==> src/rtl/mv_pkg.sv <==
// Shared types and constants for the 3x3 matrix-vector operand loader.
package mv_pkg;

    localparam int unsigned MV_DATA_W = 8;
    localparam int unsigned MV_N      = 3;
    localparam int unsigned MV_ELEMS  = 12;
    localparam int unsigned MV_IDX_W  = 4;

    localparam logic [MV_IDX_W-1:0] IDX_B1   = MV_IDX_W'(9);
    localparam logic [MV_IDX_W-1:0] IDX_LAST = MV_IDX_W'(11);

    typedef enum logic {
        ST_LOAD = 1'b0,
        ST_HOLD = 1'b1
    } mv_state_e;

    // Row-major slot of matrix element (row, col), both zero-based.
    function automatic int unsigned mat_idx(input int unsigned row, input int unsigned col);
        return row * MV_N + col;
    endfunction

endpackage

==> src/rtl/mv_elem_counter.sv <==
// Mod-12 element index counter with increment, sync load-to-1 and wrap flag.
module mv_elem_counter
    import mv_pkg::*;
(
    input  logic                clk,
    input  logic                reset_n,
    input  logic                inc_i,
    input  logic                load1_i,
    output logic [MV_IDX_W-1:0] cnt_o,
    output logic                wrap_o
);

    logic [MV_IDX_W-1:0] cnt_q;
    logic [MV_IDX_W-1:0] cnt_d;

    assign wrap_o = inc_i & ~load1_i & (cnt_q == IDX_LAST);
    assign cnt_o  = cnt_q;

    // Load-to-1 takes priority: the resynchronising beat itself occupies slot 0.
    always_comb begin
        cnt_d = cnt_q;
        if (load1_i) begin
            cnt_d = MV_IDX_W'(1);
        end else if (inc_i) begin
            cnt_d = wrap_o ? '0 : cnt_q + MV_IDX_W'(1);
        end
    end

    always_ff @(posedge clk or negedge reset_n) begin
        if (!reset_n) begin
            cnt_q <= '0;
        end else begin
            cnt_q <= cnt_d;
        end
    end

endmodule

==> src/rtl/mv_operand_loader.sv <==
// Serial-to-parallel operand frame loader for the 3x3 MAC stage.
// Optional frame alignment check enabled by defining MV_LOADER_FRAME_CHK_EN.
module mv_operand_loader
    import mv_pkg::*;
#(
    parameter int unsigned DATA_W       = MV_DATA_W,
    parameter bit          AUTO_RELEASE = 1'b0
) (
    input  logic                clk,
    input  logic                reset_n,
    input  logic [DATA_W-1:0]   s_data,
    input  logic                s_valid,
    output logic                s_ready,
    input  logic                s_first,
    output logic [DATA_W-1:0]   a11,
    output logic [DATA_W-1:0]   a12,
    output logic [DATA_W-1:0]   a13,
    output logic [DATA_W-1:0]   a21,
    output logic [DATA_W-1:0]   a22,
    output logic [DATA_W-1:0]   a23,
    output logic [DATA_W-1:0]   a31,
    output logic [DATA_W-1:0]   a32,
    output logic [DATA_W-1:0]   a33,
    output logic [DATA_W-1:0]   b1,
    output logic [DATA_W-1:0]   b2,
    output logic [DATA_W-1:0]   b3,
    output logic                out_valid,
    input  logic                out_ack,
    output logic [MV_IDX_W-1:0] elem_idx,
    output logic                frame_err
);

    mv_state_e           state_q;
    logic                ready_q;
    logic                valid_q;
    logic                err_q;
    logic [DATA_W-1:0]   opnd_q [MV_ELEMS];

    logic                beat;
    logic                resync;
    logic                err_set;
    logic                wrap;
    logic [MV_IDX_W-1:0] idx;
    logic [MV_IDX_W-1:0] wr_idx;

    // ready_q is only ever high in LOAD, so it doubles as the state qualifier.
    assign beat = s_valid & ready_q;

`ifdef MV_LOADER_FRAME_CHK_EN
    assign resync  = beat & s_first & (idx != '0);
    assign err_set = resync | (beat & ~s_first & (idx == '0));
`else
    logic unused_first;
    assign unused_first = s_first;
    assign resync       = 1'b0;
    assign err_set      = 1'b0;
`endif

    assign wr_idx = resync ? '0 : idx;

    mv_elem_counter u_cnt (
        .clk     (clk),
        .reset_n (reset_n),
        .inc_i   (beat & ~resync),
        .load1_i (resync),
        .cnt_o   (idx),
        .wrap_o  (wrap)
    );

    // Frame FSM; s_ready and out_valid are registered copies of the next state.
    always_ff @(posedge clk or negedge reset_n) begin
        if (!reset_n) begin
            state_q <= ST_LOAD;
            ready_q <= 1'b0;
            valid_q <= 1'b0;
        end else begin
            state_q <= state_q;
            ready_q <= ready_q;
            valid_q <= valid_q;
            case (state_q)
                ST_LOAD: begin
                    if (wrap) begin
                        state_q <= ST_HOLD;
                        ready_q <= 1'b0;
                        valid_q <= 1'b1;
                    end else begin
                        ready_q <= 1'b1;
                        valid_q <= 1'b0;
                    end
                end
                ST_HOLD: begin
                    if (AUTO_RELEASE || out_ack) begin
                        state_q <= ST_LOAD;
                        ready_q <= 1'b1;
                        valid_q <= 1'b0;
                    end
                end
                default: begin
                    state_q <= ST_LOAD;
                    ready_q <= 1'b0;
                    valid_q <= 1'b0;
                end
            endcase
        end
    end

    // Decoded operand write; registers are overwritten in place, never cleared between frames.
    always_ff @(posedge clk or negedge reset_n) begin
        if (!reset_n) begin
            for (int i = 0; i < int'(MV_ELEMS); i++) begin
                opnd_q[i] <= '0;
            end
        end else begin
            for (int i = 0; i < int'(MV_ELEMS); i++) begin
                if (beat && (wr_idx == MV_IDX_W'(i))) begin
                    opnd_q[i] <= s_data;
                end
            end
        end
    end

    always_ff @(posedge clk or negedge reset_n) begin
        if (!reset_n) begin
            err_q <= 1'b0;
        end else if (err_set) begin
            err_q <= 1'b1;
        end
    end

    assign a11 = opnd_q[mat_idx(0, 0)];
    assign a12 = opnd_q[mat_idx(0, 1)];
    assign a13 = opnd_q[mat_idx(0, 2)];
    assign a21 = opnd_q[mat_idx(1, 0)];
    assign a22 = opnd_q[mat_idx(1, 1)];
    assign a23 = opnd_q[mat_idx(1, 2)];
    assign a31 = opnd_q[mat_idx(2, 0)];
    assign a32 = opnd_q[mat_idx(2, 1)];
    assign a33 = opnd_q[mat_idx(2, 2)];
    assign b1  = opnd_q[IDX_B1];
    assign b2  = opnd_q[IDX_B1 + MV_IDX_W'(1)];
    assign b3  = opnd_q[IDX_LAST];

    assign s_ready   = ready_q;
    assign out_valid = valid_q;
    assign elem_idx  = idx;
    assign frame_err = err_q;

endmodule

==> config.mk <==
export PLATFORM = sky130hd
export DESIGN_NAME = mv_operand_loader
export DESIGN_NICKNAME = d
export VERILOG_FILES = /design/src/rtl/mv_pkg.sv /design/src/rtl/mv_elem_counter.sv /design/src/rtl/mv_operand_loader.sv
export SDC_FILE = /design/constraint.sdc
export NUM_CORES = 1
export LEC_CHECK = 0
export CAP_MARGIN = 20
export CORE_MARGIN = 2
export CORE_UTILIZATION = 31
export CTS_CLUSTER_SIZE = 30
export DETAILED_ROUTE_END_ITERATION = 7
export PLACE_DENSITY_LB_ADDON = 0.2
export SYNTH_ARGS = -nofsm -noshare
export SYNTH_HDL_FRONTEND = slang
export SYNTH_SLANG_ARGS = --single-unit
==> constraint.sdc <==
create_clock -name clk -period 4.25 [get_ports clk]
set_input_delay 0.85 -clock clk [delete_from_list [all_inputs] [get_ports clk]]
set_output_delay 0.85 -clock clk [all_outputs]
set_load 0.02 [all_outputs]
# Yosys cells after proc, flatten, opt, wreduce, memory -nomap -nowiden
# Index checks and enable logic that the tools add are counted.
word_totals:
  elab_cells: 54
  memories: 0
  romBits: 0
  in_bits: 13
  regBits: 103
  ramBits: 0
  latchBits: 0
  out_inout_bits: 103
classes:
  n_lt_le_gt_ge: 0
  add_sub_neg: 1
  n_eq_ne: 12
  n_reduce_logical: 13
  bitwise_logic: 3
  mul: 0
  mux: 9
  n_div: 0
  shift: 0
ops:
  columns: ["operator", "n"]
  rows:
  - ["equality test 4 x 3 -> 1 bit (second input constant)", 4]
  - ["equality test 4 bit (second input constant)", 4]
  - ["logical AND 1 bit", 12]
  - ["equality test 4 x 2 -> 1 bit (second input constant)", 2]
  - ["case mux 1 bit (2 select lines)", 3]
  - ["two-way mux 1 bit", 5]
  - ["adder 4 x 1 -> 4 bit (second input constant)", 1]
  - ["equality test 4 x 1 -> 1 bit (second input constant)", 1]
  - ["zero test 4 bit", 1]
  - ["two-way mux 4 bit", 1]
  - ["AND 1 bit", 2]
  - ["!= test 2 bit (second input constant)", 1]
  - ["NOT 1 bit", 1]

# Logic depth before layout (Yosys ltp)
# Gate-level depths: netlist of the first run.
logic_depth:
  word_depth: 4
  ltp_mapped: 6
  ltp_nobuf: 5

# Modules after synthesis
# Synthesis of the first run repeated with hierarchy kept, for this count alone.
hier_totals:
  hier_cells: 259
  area_unflattened_um2: 4086.4
modules_own_cells:
  columns: ["module", "cells_each", "area_each_um2", "seq_area_each_um2", "instances"]
  rows:
  - ["mv_operand_loader", 236, 3871.2, 2477.4, 1]
  - ["mv_elem_counter", 23, 215.2, 100.1, 1]

# Worst setup path after synthesis of the first run
# Ideal clock, no wire load.
synth_path:
  path_kind: "input -> register"
  start: "input port s_valid"
  end: "register opnd_q (netlist bit a21[0])"
  setup_ns: 0.125
  arrival_time_ns: 1.658
  path_stages: 3
  path_buffers: 0
  required_ns: 4.125
  setup_slack_ns: 2.467
  path_cell_list: "nand2_2 -> nor3_4 -> mux2_2"
synth_via:
  elab_chain_cells: 2
synth_rtl:
  columns: ["element", "line", "source"]
  rows:
  - ["start, declared", "mv_operand_loader.sv:12", "input logic s_valid,"]
  - ["AND 1 bit", "mv_operand_loader.sv:47", "assign beat = s_valid & ready_q;"]
  - ["logical AND 1 bit", "mv_operand_loader.sv:115", "if (beat && (wr_idx == MV_IDX_W'(i))) begin"]
  - ["end signal, assigned by index", "mv_operand_loader.sv:116", "opnd_q[i] <= s_data;"]
  - ["end, declared", "mv_operand_loader.sv:37", "logic [DATA_W-1:0] opnd_q [MV_ELEMS];"]
# No other way between the ends.
# A chain may end at the register's enable or synchronous reset.

# Worst setup path in the final report of the first run
layout_path:
  start: "register u_cnt.cnt_q[3], in the netlist u_cnt.cnt_o[3]"
  end: "output port elem_idx[3]"
layout_lines:
  columns: ["element", "line", "source"]
  rows:
  - ["start, declared", "mv_elem_counter.sv:13", "logic [MV_IDX_W-1:0] cnt_q;"]
  - ["start signal, assigned", "mv_elem_counter.sv:33", "cnt_q <= cnt_d;"]
  - ["end, declared", "mv_operand_loader.sv:29", "output logic [MV_IDX_W-1:0] elem_idx,"]
# No word-level cell between the ends.

==> out/qor.txt, run 1 <==
Unique cell type count in the Yosys netlist: 22
Clock power share: 16.0%
Fin crit period: 2490 ps
Slowest cell delay on critical path: 720 ps
Slew Viols, Final: 0
Mapped Nets: 277
Peak supply drop: 0.328 mV
Crit end category: primary output
GR Layer Usage met1: 18.8%
CP bufs+invs: 1
Post-synthesis instance total: 260
Grt ovf: 0
Final Hold Viols: 0
CTS root buffer: clkbuf_16
Vias in the first global route: 2612
CP Launch Type: flop
DR iter-0 viols: 116
Std-Cell Rows: 41
Port buffer count: 113
Commonest non-fill, non-tap cell in the layout: clkdlybuf4s50_1
First-pass DRT Iterations: 4
Worst-Skew Late Latency: 350 ps
Ports: 116
Mapped Avg Cell Area: 15.5 sq um
CP required: 3400 ps
Fin crit share: 58.6%
GP Congestion: 0.775
WL final: 9.82 mm
Drc violations: 0
Netlist Area Pre-Place: 4040 sq um
DIE AREA: 14000 sq um
Vias: 2485
Commonest cells after routing, fill and taps aside: 112 x clkdlybuf4s50_1, 103 x dfrtp_1, 97 x mux2_2
Antenna-violating nets left: 0
Peak Freq: 401 MHz
Sw frac: 35.4%
GRT met3 Usage: 6.06%
YS warnings: 0
Area taken by flip-flops and latches: 2580 sq um
Worst Hold Class: input pin to asynchronous set/reset pin
GRT Util Overall: 14.8%
Final Skew: 10.7 ps
HPWL after DPL: 6.48 mm
Pwr dens: 848 nW/um^2
Final Instance Area: 5590 sq um
Footprint of the multi-input gates: 1380 sq um
Post-Route Setup TNS: 0 ps
Internal: 3.06 mW
Setup CP Type: flop to primary output
Routed vias/inst: 4.54
Crit-path leading delay family: buffers and inverters
CTS tree: done
Nets@finish: 388
P_leak: 2.36 nW
TritonCTS Buffers: 9
CP Max Fanout: 10
Slew margin rel.: 51.2%
Core Region: 12700 sq um
Final Setup Violations: 0
Cts repair resizes: 0
Effective utilization at floorplan: 31.9%
Max cap viols: 0
Fill cells: 1225
Seq/Total Area, Yosys: 63.8%
H-tree Lvls: 3
Share of cells above drive strength 1: 32.3%
Clock buffer depth: 2
Routed len/inst: 17.9 um
Gr busiest metal: met2
Dpl cell area: 5330 sq um
Antenna violations before repair: 0
Slowest CP cell: clkdlybuf4s50_1
Least-Margin Pin Slew: 730 ps
Met2 Usage GRT: 23.0%
# hold bufs at CTS: 0
Switching power: 1.68 mW
CP cell instances: clkdlybuf4s50_1
Clock transition at path regs: 70 ps
Flop pwr share: 36.2%
Logic pwr share: 47.7%
First-pass GRT wire length: 15.3 mm
Status: finished, final reports clean
Post-CTS setup buffer count: 0
Die X: 118 um
Area grow syn2layout: 38.5%
Crit path DAT: 1640 ps
Sink Count: 103
Antenna Cells: 0
Largest net degree at the start of global routing: 48
Register bit count reported by yosys: 103
RSZ-0062 raised after global routing: no
Die height: 118 um
-- kinds of logic (layout without fill, tap and decap cells) --
| group | Yosys count | count (layout) | synth area share, % |
|---|---|---|---|
| flip-flops | 103 | 103 | 63.8 |
| buffers and inverters | 18 | 133 | 2.01 |
| adder cells (fa/ha/maj) | 4 | 4 | 1.24 |
| AND/OR/NAND/NOR | 30 | 30 | 4.62 |
| multiplexers | 97 | 97 | 27.1 |
| AO/OA/AOI/OAI | 7 | 7 | 1.15 |
| other | 1 | 1 | 0.0929 |
-- layout make-up --
cell class	instances	share of cell area, %
Clock buffer	12	4.41
Sequential cell	103	46.1
Timing Repair Buffer	115	20.4
Clock inverter	3	0.358
Inverter	3	0.201
Multi-Input combinational cell	139	24.7
Tap cell	172	3.85
-- per-layer routing --
| metal | up-vias | wire length [um] |
|---|---|---|
| li1 | 1124 | - |
| met1 | 1287 | 4300 |
| met2 | 67 | 4820 |
| met3 | 7 | 566 |
| met4 | 0 | 126 |
| met5 | - | 0 |
-- worst paths after layout --
check / slack, ps / start / end / depth (start not counted)
setup reg to reg: 2410 / u_cnt.cnt_o[0]$_DFFE_PN0P_ / a13[3]$_DFFE_PN0P_ / 5
max in group asynchronous: 2840 / reset_n / a21[1]$_DFFE_PN0P_ / 2
hold / removal: 500 / reset_n / a32[5]$_DFFE_PN0P_ / 1
setup / recovery: 1760 / u_cnt.cnt_o[3]$_DFFE_PN0P_ / elem_idx[3] / 1
hold reg to reg: 500 / a22[1]$_DFFE_PN0P_ / a22[1]$_DFFE_PN0P_ / 1
min in group clk: 500 / a22[1]$_DFFE_PN0P_ / a22[1]$_DFFE_PN0P_ / 1
-- cell usage after synthesis --
master / count / share of area [%]
o21ai_0: 3 / 0.37
buf_4: 2 / 0.37
ha_1: 4 / 1.2
buf_2: 5 / 0.62
nand2_1: 4 / 0.37
nand2_2: 1 / 0.16
nand2b_1: 7 / 1.1
or2_1: 1 / 0.16
o22a_1: 1 / 0.22
a21o_1: 1 / 0.19
clkbuf_1: 8 / 0.74
nor3_4: 2 / 0.81
inv_1: 3 / 0.28
o22ai_1: 1 / 0.16
conb_1: 1 / 0.093
o311ai_0: 1 / 0.22
and4b_1: 1 / 0.25
mux2_2: 97 / 27
nor2_1: 3 / 0.28
dfrtp_1: 103 / 64
nand3_1: 6 / 0.74
nor2_2: 5 / 0.77
-- power by group through the flow --
stage	clock (mW)	combinational [mW]	sequential (mW)
2_1_floorplan	0	0.630	2.27
3_3_place_gp	0	2.27	1.72
3_5_place_dp	0	2.29	1.74
4_1_cts	0.793	2.30	1.73
5_1_grt	0.826	2.39	1.79
6_report	0.761	2.27	1.72
-- per-stage QoR --
stage / util [%] / setup WS [ps] / hold slack, ps / cells / power (mW)
2_1_floorplan: - / 2470 / 464 / 260 / 2.90
3_3_place_gp: 42.0 / 1560 / 476 / 532 / 3.99
3_5_place_dp: 42.0 / 1550 / 487 / 532 / 4.03
4_1_cts: 44.1 / 1740 / 497 / 547 / 4.82
5_1_grt: 44.1 / 1700 / 521 / 547 / 5.01
6_report: 44.1 / 1760 / 502 / 547 / 4.75
Power figures use the tool's default switching activity.
==> inputs of run 2 (changes only) <==
Clock period 4.25 ns to 2.3 ns, I/O delays scaled along.
==> run 2 against run 1 <==
Compared with the run above: via count grew 1.5%; flip-flop and latch count is the same; sequential share of layout area shrank 0.97 points; cell area grew 2.1%; total power grew 86%; non-clock buffer count grew 10; register-to-register slack lost 2000 ps; wire length grew 0.53%; critical path depth is the same; clock skew shrank 4.4 ps; setup slack lost 1600 ps; critical endpoint unchanged; highest routed layer unchanged.
==> out/qor.txt, run 2 (synthesis results as in run 1) <==
Area grow syn2layout: 41.5% (was 38.5%)
Die X: 118 um (unchanged)
Crit path DAT: 1670 ps (was 1640 ps)
CP cell instances: clkdlybuf4s50_1 (unchanged)
Effective utilization at floorplan: 31.9% (unchanged)
Max cap viols: 0 (unchanged)
Worst path depth: 1 (unchanged)
CP bufs+invs: 1 (unchanged)
Internal: 5.70 mW (was 3.06 mW)
Peak Freq: 470 MHz
Sw frac: 35.4% (about the same)
DIE AREA: 14000 sq um (unchanged)
Status: finished, final reports clean (unchanged)
Pwr dens: 1550 nW/um^2 (was 848 nW/um^2)
Least-Margin Pin Slew: 687 ps (was 730 ps)
Ports: 116 (unchanged)
Clock buffer depth: 2 (unchanged)
GP Congestion: 0.800 (was 0.775)
Share of cells above drive strength 1: 34.3% (was 32.3%)
Fin crit share: 92.5%
Nets@finish: 398 (was 388)
Cts repair resizes: 0 (unchanged)
Setup CP Type: flop to primary output (unchanged)
Grt ovf: 0 (unchanged)
Commonest cells after routing, fill and taps aside: 112 x clkdlybuf4s50_1, 103 x dfrtp_1, 97 x mux2_2 (unchanged)
Hold slack: 95.9 ps (was 502 ps)
DR iter-0 viols: 79 (was 116)
Vias: 2523 (was 2485)
Sink Count: 103 (unchanged)
P_leak: 2.43 nW (was 2.36 nW)
Clock transition at path regs: 70 ps (about the same)
Vias in the first global route: 2705 (was 2612)
CTS root buffer: clkbuf_16 (unchanged)
Largest net degree at the start of global routing: 44 (was 48)
Routed vias/inst: 4.53 (was 4.54)
Total chip power: 8.83 mW (was 4.75 mW)
First-pass GRT wire length: 15.7 mm (was 15.3 mm)
Worst Hold Class: input pin to asynchronous set/reset pin (unchanged)
CTS tree: done (unchanged)
Crit end category: primary output (unchanged)
Flop pwr share: 36.1% (was 36.2%)
Switching power: 3.12 mW (was 1.68 mW)
CP required: 1840 ps (was 3400 ps)
WL final: 9.87 mm (was 9.82 mm)
Die height: 118 um (unchanged)
HPWL after DPL: 6.65 mm (was 6.48 mm)
Slowest CP cell: clkdlybuf4s50_1 (unchanged)
Final Hold Viols: 0 (unchanged)
# hold bufs at CTS: 0 (unchanged)
Drc violations: 0 (unchanged)
CP Max Fanout: 10 (unchanged)
Clock power share: 16.1% (was 16.0%)
Final Setup Violations: 0 (unchanged)
H-tree Lvls: 3 (unchanged)
GRT Util Overall: 15.0% (was 14.8%)
Logic pwr share: 47.7% (about the same)
CP Launch Type: flop (unchanged)
Commonest non-fill, non-tap cell in the layout: clkdlybuf4s50_1 (unchanged)
Antenna violations before repair: 0 (unchanged)
Post-Route Setup TNS: 0 ps (unchanged)
Core Region: 12700 sq um (unchanged)
Crit-path leading delay family: buffers and inverters (unchanged)
Port buffer count: 113 (unchanged)
Antenna-violating nets left: 0 (unchanged)
Routed len/inst: 17.7 um (was 17.9 um)
Std-Cell Rows: 41 (unchanged)
RSZ-0062 raised after global routing: no (unchanged)
Slew margin rel.: 54.1% (was 51.2%)
Post-CTS setup buffer count: 0 (unchanged)
Antenna Cells: 0 (unchanged)
Worst r2r path cells: 5 (unchanged)
Fin crit period: 2130 ps
Peak supply drop: 0.678 mV (was 0.328 mV)
Slew Viols, Final: 0 (unchanged)
Final Skew: 6.35 ps (was 10.7 ps)
TritonCTS Buffers: 9 (unchanged)
Worst-Skew Late Latency: 350 ps (about the same)
First-pass DRT Iterations: 4 (unchanged)
Slowest cell delay on critical path: 720 ps (about the same)
==> run 2: per-layer routing <==
| layer | GRT usage (%) | vias to the layer above | wire length [um] |
|---|---|---|---|
| met1 | 19.4 | 1297 | 4460 |
| met4 | 7.00 | 0 | 197 |
| li1 | - | 1149 | - |
| met5 | 0 | - | 0 |
| met2 | 23.1 | 67 | 4670 |
| met3 | 4.41 | 10 | 543 |
==> run 2: cell type report <==
type,count,area [sq um]
clock buffer,11,243
clock inverter,4,31.3
fill,1197,6960
inverter,3,11.3
multi-input combinational,139,1380
sequential,103,2580
tap,172,215
timing repair buffer,125,1260
==> run 2: through the flow <==
step           setup slack (ps)  utilization (%)  cells  instance area [sq um]
6_report                    172             45.1    557                   5710
4_1_cts                     152             45.1    557                   5710
3_5_place_dp               71.4             42.9    542                   5440
3_3_place_gp                122             42.9    542                   5440
2_1_floorplan               619                -    260                   4040
5_1_grt                    98.9             45.1    557                   5710
==> run 2: final timing paths <==
| check | start | end | slack, ps |
|---|---|---|---|
| setup / recovery | u_cnt.cnt_o[3]$_DFFE_PN0P_ | elem_idx[3] | 170 |
| hold / removal | reset_n | a13[2]$_DFFE_PN0P_ | 100 |
| setup reg to reg | u_cnt.cnt_o[0]$_DFFE_PN0P_ | a13[4]$_DFFE_PN0P_ | 440 |
| hold reg to reg | a11[0]$_DFFE_PN0P_ | a11[0]$_DFFE_PN0P_ | 500 |
| max in group asynchronous | reset_n | a11[4]$_DFFE_PN0P_ | 1560 |
| min in group clk | a11[0]$_DFFE_PN0P_ | a11[0]$_DFFE_PN0P_ | 500 |
==> run 2: power groups by stage <==
stage	Combinational, mW	Clock (mW)	Sequential (mW)
6_report	4.21	1.42	3.19
5_1_grt	4.47	1.55	3.32
4_1_cts	4.29	1.48	3.21
3_5_place_dp	4.27	0	3.23
3_3_place_gp	4.23	0	3.19
2_1_floorplan	1.16	0	4.20
